File: config.mk
export PLATFORM = sky130hd
export DESIGN_NAME = rsp_skid_pipe_flat
export DESIGN_NICKNAME = d
export VERILOG_FILES = /design/src/rtl/rsp_skid_pipe_if.sv /design/src/rtl/rsp_skid_pipe.sv /design/src/flat_wrapper.sv
export SDC_FILE = /design/constraint.sdc
export NUM_CORES = 1
export LEC_CHECK = 0
export BUFFER_PORTS_ARGS = -buffer_cell sky130_fd_sc_hd__buf_2
export CORE_UTILIZATION = 49
export DETAILED_ROUTE_END_ITERATION = 12
export PLACE_DENSITY_LB_ADDON = 0.15
export SYNTH_ARGS = -nofsm -noshare
export SYNTH_HDL_FRONTEND = slang
export SYNTH_SLANG_ARGS = --single-unit
File: constraint.sdc
create_clock -name sys_clk -period 2 [get_ports sys_clk]
set_input_delay 0.1 -clock sys_clk [delete_from_list [all_inputs] [get_ports sys_clk]]
set_output_delay 0.1 -clock sys_clk [all_outputs]
set_load 0.005 [all_outputs]
File: src/rtl/rsp_skid_pipe_if.sv
// rsp_skid_pipe_if: response-channel valid/ready bundle between the slave side and the master side of the slice
interface rsp_skid_pipe_if #(
    parameter int DW = 3
);
    logic          rsp_valid_in;
    logic [DW-1:0] rsp_data_in;
    logic          rsp_ready_out;
    logic          rsp_valid_out;
    logic [DW-1:0] rsp_data_out;
    logic          rsp_ready_in;

    modport slave (
        input  rsp_valid_in, rsp_data_in, rsp_ready_in,
        output rsp_ready_out, rsp_valid_out, rsp_data_out
    );

    modport master (
        output rsp_valid_in, rsp_data_in, rsp_ready_in,
        input  rsp_ready_out, rsp_valid_out, rsp_data_out
    );
endinterface

File: src/rtl/rsp_skid_pipe.sv
// rsp_skid_pipe: fully registered two-entry skid slice for response beats with occupancy and delivered-beat count
module rsp_skid_pipe #(
    parameter int DW = 3,
    parameter int CW = 8
) (
    input  logic          sys_clk,
    input  logic          sys_rst,
    rsp_skid_pipe_if.slave bus,
    output logic [1:0]    occupancy,
    output logic [CW-1:0] beat_cnt
);
    typedef enum logic [1:0] {EMPTY = 2'd0, ONE = 2'd1, FULL = 2'd2} state_t;

    state_t        state_q, state_d;
    logic [DW-1:0] main_q, main_d;
    logic [DW-1:0] skid_q, skid_d;
    logic          ready_q, ready_d;
    logic [CW-1:0] cnt_q, cnt_d;
    logic          in_fire, out_fire;

    assign in_fire  = bus.rsp_valid_in && ready_q;
    assign out_fire = (state_q != EMPTY) && bus.rsp_ready_in;

    // Next state and storage moves; ready is registered from the next state so it never sees rsp_ready_in combinationally
    always_comb begin
        state_d = state_q;
        main_d  = main_q;
        skid_d  = skid_q;
        case (state_q)
            EMPTY: if (in_fire) begin
                main_d  = bus.rsp_data_in;
                state_d = ONE;
            end
            ONE: if (in_fire && out_fire) begin
                main_d = bus.rsp_data_in;
            end else if (in_fire) begin
                skid_d  = bus.rsp_data_in;
                state_d = FULL;
            end else if (out_fire) begin
                state_d = EMPTY;
            end
            FULL: if (out_fire) begin
                main_d  = skid_q;
                state_d = ONE;
            end
            default: state_d = EMPTY;
        endcase
        ready_d = state_d != FULL;
        cnt_d   = cnt_q + CW'(out_fire);
    end

    // State registers; reset discards buffered beats and wins over any fire at the same edge
    always_ff @(posedge sys_clk) begin
        if (sys_rst) begin
            state_q <= EMPTY;
            main_q  <= '0;
            skid_q  <= '0;
            ready_q <= 1'b0;
            cnt_q   <= '0;
        end else begin
            state_q <= state_d;
            main_q  <= main_d;
            skid_q  <= skid_d;
            ready_q <= ready_d;
            cnt_q   <= cnt_d;
        end
    end

    assign bus.rsp_ready_out = ready_q;
    assign bus.rsp_valid_out = state_q != EMPTY;
    assign bus.rsp_data_out  = main_q;
    assign occupancy         = state_q;
    assign beat_cnt          = cnt_q;
endmodule
File: src/flat_wrapper.sv
// flat-port wrapper written by rule: the top's interface ports become plain ports
module rsp_skid_pipe_flat 
#(
    parameter int DW = 3,
    parameter int CW = 8
)
  (sys_clk, sys_rst, occupancy, beat_cnt, bus_rsp_valid_in, bus_rsp_data_in, bus_rsp_ready_in, bus_rsp_ready_out, bus_rsp_valid_out, bus_rsp_data_out);
  rsp_skid_pipe_if #(.DW(DW)) bus_i ();
  input  logic sys_clk;
  input  logic sys_rst;
  output logic [1:0] occupancy;
  output logic [CW-1:0] beat_cnt;
  input wire logic [$bits(bus_i.rsp_valid_in)-1:0] bus_rsp_valid_in;
  input wire logic [$bits(bus_i.rsp_data_in)-1:0] bus_rsp_data_in;
  input wire logic [$bits(bus_i.rsp_ready_in)-1:0] bus_rsp_ready_in;
  output wire logic [$bits(bus_i.rsp_ready_out)-1:0] bus_rsp_ready_out;
  output wire logic [$bits(bus_i.rsp_valid_out)-1:0] bus_rsp_valid_out;
  output wire logic [$bits(bus_i.rsp_data_out)-1:0] bus_rsp_data_out;
  assign bus_i.rsp_valid_in = bus_rsp_valid_in;
  assign bus_i.rsp_data_in = bus_rsp_data_in;
  assign bus_i.rsp_ready_in = bus_rsp_ready_in;
  assign bus_rsp_ready_out = bus_i.rsp_ready_out;
  assign bus_rsp_valid_out = bus_i.rsp_valid_out;
  assign bus_rsp_data_out = bus_i.rsp_data_out;
  rsp_skid_pipe #(.DW(DW), .CW(CW)) u_core (.sys_clk(sys_clk), .sys_rst(sys_rst), .bus(bus_i), .occupancy(occupancy), .beat_cnt(beat_cnt));
endmodule
Yosys cells after proc, flatten, opt, wreduce, memory -nomap -nowiden
Cells that the tools add are included.
{"block": "op_classes", "add_sub_neg": 1, "n_mul": 0, "div": 0, "n_lt_le_gt_ge": 0, "eq_ne": 6, "shifts": 0, "muxes": 10, "n_bitwise": 1, "reduce_logical": 8}
{"op": "2-to-1 mux 2 bit", "n": 5}
{"op": "2-to-1 mux 3 bit", "n": 3}
{"op": "case mux 3 bit (3 select lines)", "n": 1}
{"op": "adder 8 x 1 -> 8 bit", "n": 1}
{"op": "inequality test 2 x 1 -> 1 bit, second input constant", "n": 3}
{"op": "case mux 2 bit (3 select lines)", "n": 1}
{"op": "AND reduction 4 bit", "n": 1}
{"op": "logical AND 1 bit", "n": 3}
{"op": "AND reduction 3 bit", "n": 1}
{"op": "nonzero test 3 bit", "n": 1}
{"op": "== test 2 x 1 -> 1 bit, second input constant", "n": 1}
{"op": "== test 2 bit, second input constant", "n": 1}
{"op": "zero test 2 bit", "n": 1}
{"op": "inequality test 2 bit, second input constant", "n": 1}
{"op": "nonzero test 2 bit", "n": 1}
{"op": "inverter 1 bit", "n": 1}
{"block": "totals", "ff_bits": 17, "latch_bits": 0, "ramBits": 0, "rom_bits": 0, "inputBits": 7, "out_inout_bits": 15, "wordCells": 31, "n_memories": 0}

Depth between registers and ports, before layout
{"block": "depth", "word_depth": 7, "depth_mapped": 9, "depth_no_buf": 8}

Worst setup path before layout
OpenSTA, ideal clock, no wires.
{"block": "synth_timing", "path_kind": "reg2reg", "startpoint": "register u_core.state_q[1] (netlist: u_core.occupancy[1])", "endpoint": "register u_core.cnt_q[6] (netlist: u_core.beat_cnt[6])", "setup_time_ns": 0.115, "t_arrival_ns": 1.640, "t_required_ns": 1.885, "slack_ns": 0.245, "stages_incl_launch_ff": 10, "path_buffers": 1, "period_less_slack_ns": 1.755, "path_cell_list": "dfxtp_1 buf_4 or2_2 and2_1 ha_1 ha_1 nand3_1 nor2_1 xnor2_1 nor2_1"}
{"block": "synth_via", "elab_chain_cells": 3}
{"element": "from (decl)", "line": "rsp_skid_pipe.sv:14", "text": "state_t state_q, state_d;"}
{"element": "from (signal assigned)", "line": "rsp_skid_pipe.sv:61", "text": "state_q <= state_d;"}
{"element": "nonzero test 2 bit"}
{"element": "via bus_rsp_valid_out", "line": "flat_wrapper.sv:17", "text": "output wire logic [$bits(bus_i.rsp_valid_out)-1:0] bus_rsp_valid_out;"}
{"element": "logical AND 1 bit", "line": "rsp_skid_pipe.sv:22", "text": "assign out_fire = (state_q != EMPTY) && bus.rsp_ready_in;"}
{"element": "adder 8 x 1 -> 8 bit", "line": "rsp_skid_pipe.sv:49", "text": "cnt_d = cnt_q + CW'(out_fire);"}
{"element": "to (signal assigned)", "line": "rsp_skid_pipe.sv:65", "text": "cnt_q <= cnt_d;"}
{"element": "to (decl)", "line": "rsp_skid_pipe.sv:18", "text": "logic [CW-1:0] cnt_q, cnt_d;"}
The timed path passes the listed nets, and every way through them passes these cells.
A chain may end at the register's enable or synchronous reset.

Worst setup path in the final report
{"block": "layout_timing", "startpoint": "register u_core.state_q[0] (netlist: u_core.occupancy[0])", "endpoint": "register u_core.cnt_q[6] (netlist: u_core.beat_cnt[6])"}
{"block": "layout_via", "elab_chain_cells": 3}
{"element": "nonzero test 2 bit", "line": "rsp_skid_pipe.sv:22"}
{"element": "logical AND 1 bit", "line": "rsp_skid_pipe.sv:22"}
{"element": "adder 8 x 1 -> 8 bit", "line": "rsp_skid_pipe.sv:49"}
Every way passes these cells.

==> run summary <==
The worst-path maximum fanout is 7. The number of detailed-route iterations in the first pass is 2. The insertion delay of the later-clocked pin in the worst-skew pair came out at 0.28 ns. STA classifies the critical path endpoint as a flop. The post-route cell area is 902 sq um.

After synthesis, the share of flip-flops with an asynchronous set or reset is 0%. For this design the static power due to leakage is 0.410 nW. The maximum number of buffers from clock root to sink came out at 2. The hold-fix buffer count after cts came out at 0. The final setup violation count is 0.

The width of the chip is 41.6 um. The remaining antenna violation count came out at 0. The post-synthesis cell type with the largest combined area is dfxtp_1.

The time the final worst path needs with I/O delays and setup came out at 1.72 ns. The post-route clock period utilization came out at 86.2%. In this run, the number of DRC markers left after iteration 0 of detailed routing was 2. The post-route netlist has 35.4% of its cells at a drive strength greater than 1. The worst-case IR drop observed on VDD is 0.000428 V. The clock-pin slew of the registers on the worst-case setup and hold paths is 0.09 ns. The largest net degree at the start of global routing came out at 18. The type of the tightest min-delay check is primary input to flop. The number of max-cap violations came out at 0. The critical path data arrival time is 1.90 ns.

Setup repair after global routing left no endpoint under its margin. The Yosys step of the flow raised 0 warnings. The worst slew slack as a fraction of its limit came out at 80.5%. The clock buffer count from CTS is 3. In this run the number of H-tree levels came out at 1. The setup path with the least slack is of type flop to flop. The post-synthesis instance area came out at 767 sq um. The total number of nets in the final design is 109. The final count of hold timing violations came out at 0. Averaged over all synthesized cells, the footprint is 10.1 sq um. The maximum clock frequency came out at 580 MHz.

The slew of the pin with the lowest slew margin is 0.292 ns. The worst setup path is launched from a flop. The sum of negative setup slack came out at 0 ns.

The global-route wire length before repair came out at 2280 um. After clock tree synthesis, the setup repair step added 0 buffers. The power density normalized to cell area is 655 nW/um^2.

The total of fill cells in the finished design came out at 120. CTS saw 17 sinks. The clock tree from TritonCTS is done. The per-cell routed wire length is 10.9 um. The number of max-slew violations in the final report came to 0.

The placed instance area came out at 876 sq um. From synthesis to final layout, the design area changed by 17.6%. The share of the synthesized area in the top cell type came out at 44.4%.

The initial antenna violation count is 0. Summed over all layers, the global routing overflow is 0. The mean number of vias per cell is 5.01. The area of the die is 1730 sq um.

The overall track demand over capacity in global routing is 17.4%. The starting utilization of the core area is 55.5%. The flow ran to the end, and the final reports show no timing, DRC or antenna violations. The number of register bits inferred by synthesis is 17. The total routed wirelength is 1240 um. Summing the sequential cell areas from Yosys gives 44.4% of the chip area.

The count of instances resized after the clock tree is built came out at 0. The netlist uses 28 different library cells. The post-route clock skew is 0.00192 ns. The routed layout has 571 vias. The setup slack after placement came out at 0.283 ns. The number of port buffers is 21. The cell with the most instances after synthesis is dfxtp_1. The synthesized design contains 0 enable-type register cells. By count the netlist is led by dfxtp_1 (17), nor2_1 (14), mux2i_1 (7). The synthesized netlist cell count is 76.

The final critical-path setup slack came out at 0.277 ns. The number of inserted diodes is 0. The overall power came out at 591 uW. The number of global-route vias before repair is 533. Row generation in the floorplan step produced 13 rows.

The cell at the root of the clock tree is clkbuf_4. The most used flip-flop cell after synthesis is dfxtp_1. The die height came out at 41.6 um. The final routed DRC violation total came out at 0.

The number of nets handed over by synthesis was 85. The congestion estimate from routability-driven global placement came to 0.741. The placeable core region came out at 1380 sq um. After synthesis, the cell types taking the most area are dfxtp_1 (44%), mux2i_1 (9.1%), nor2_1 (6.9%), mux2_2 (4.4%), xnor2_1 (3.4%). At the worst endpoint, the required time is 2.17 ns. The number of placed I/O pins came out at 22.
[metal layers]
metal	global-route usage, %	up-vias	wire length (um)	part of all wire (%)
met3	5.65	2	54	4.4
met5	0	-	0	0
met1	22.7	255	650	52
met2	25.0	14	523	42
li1	-	300	-	-
met4	9.68	0	12	0.97
[flip-flops by register name (all words and copies together) (netlist names)]
| signal | count |
|---|---|
| u_core.occupancy | 2 |
| u_core.skid_q | 3 |
| u_core.bus.rsp_data_out | 3 |
| u_core.bus.rsp_ready_out | 1 |
| u_core.beat_cnt | 8 |
[critical path, cell delays in order (launching register included)]
cell	delay (ns)
dfxtp_1	0.37
or2_2	0.29
and2_1	0.16
ha_1	0.21
ha_1	0.22
nand3_1	0.12
nor2_1	0.07
xnor2_1	0.13
nor2_1	0.05
[metrics by stage]
step | cells | util [%] | hold WS (ns)
after CTS | 114 | 65.2 | 0.0523
after global routing | 114 | 65.2 | 0.0492
after detailed placement | 110 | 63.3 | 0.357
after global placement | 110 | 63.3 | 0.351
after floorplan | 76 | - | 0.224
final | 114 | 65.2 | 0.0570
[layout by cell type, fill, tap and decap left out, types with 2 or more instances in the layout]
master    count
clkbuf_4      3
ha_1          2
dfxtp_1      17
xnor2_1       3
nor2b_1       3
xor2_1        2
a21oi_1       2
nor2_1       14
mux2i_1       7
mux2_2        3
nand3_1       2
buf_2        21
nand2_1       4
[area by class of cell]
class / instances / area [sq um] / share of cell area (%)
Clock buffer: 4 / 26.3 / 2.91
Multi-Input combinational cell: 56 / 404 / 44.8
Sequential cell: 17 / 340 / 37.7
Tap cell: 15 / 18.8 / 2.08
Timing Repair Buffer: 22 / 113 / 12.5
[cells by family after synthesis]
group                    synth area share [%]
AO/OA/AOI/OAI                            5.55
XOR/XNOR                                 5.71
adder cells (fa/ha/maj)                  3.26
buffers and inverters                    2.94
flip-flops                               44.4
multiplexers                             13.5
AND/OR/NAND/NOR                          24.6
[worst paths after layout]
check                           slack (ns)                        from                         end  cells past startpoint
worst max register to register        0.28         u_core.occupancy[0]          u_core.beat_cnt[6]                      8
worst min register to register        0.49  u_core.bus.rsp_data_out[1]  u_core.bus.rsp_data_out[1]                      2
worst max-delay path                  0.28         u_core.occupancy[0]          u_core.beat_cnt[6]                      8
worst min-delay path                  0.06          bus_rsp_data_in[1]            u_core.skid_q[1]                      3
[power by group]
part	switching [mW]	internal, mW
registers	0.00644	0.347
clock network	0.100	0.0774
logic	0.0269	0.0328
No activity file was read; power rests on OpenSTA's default activity.
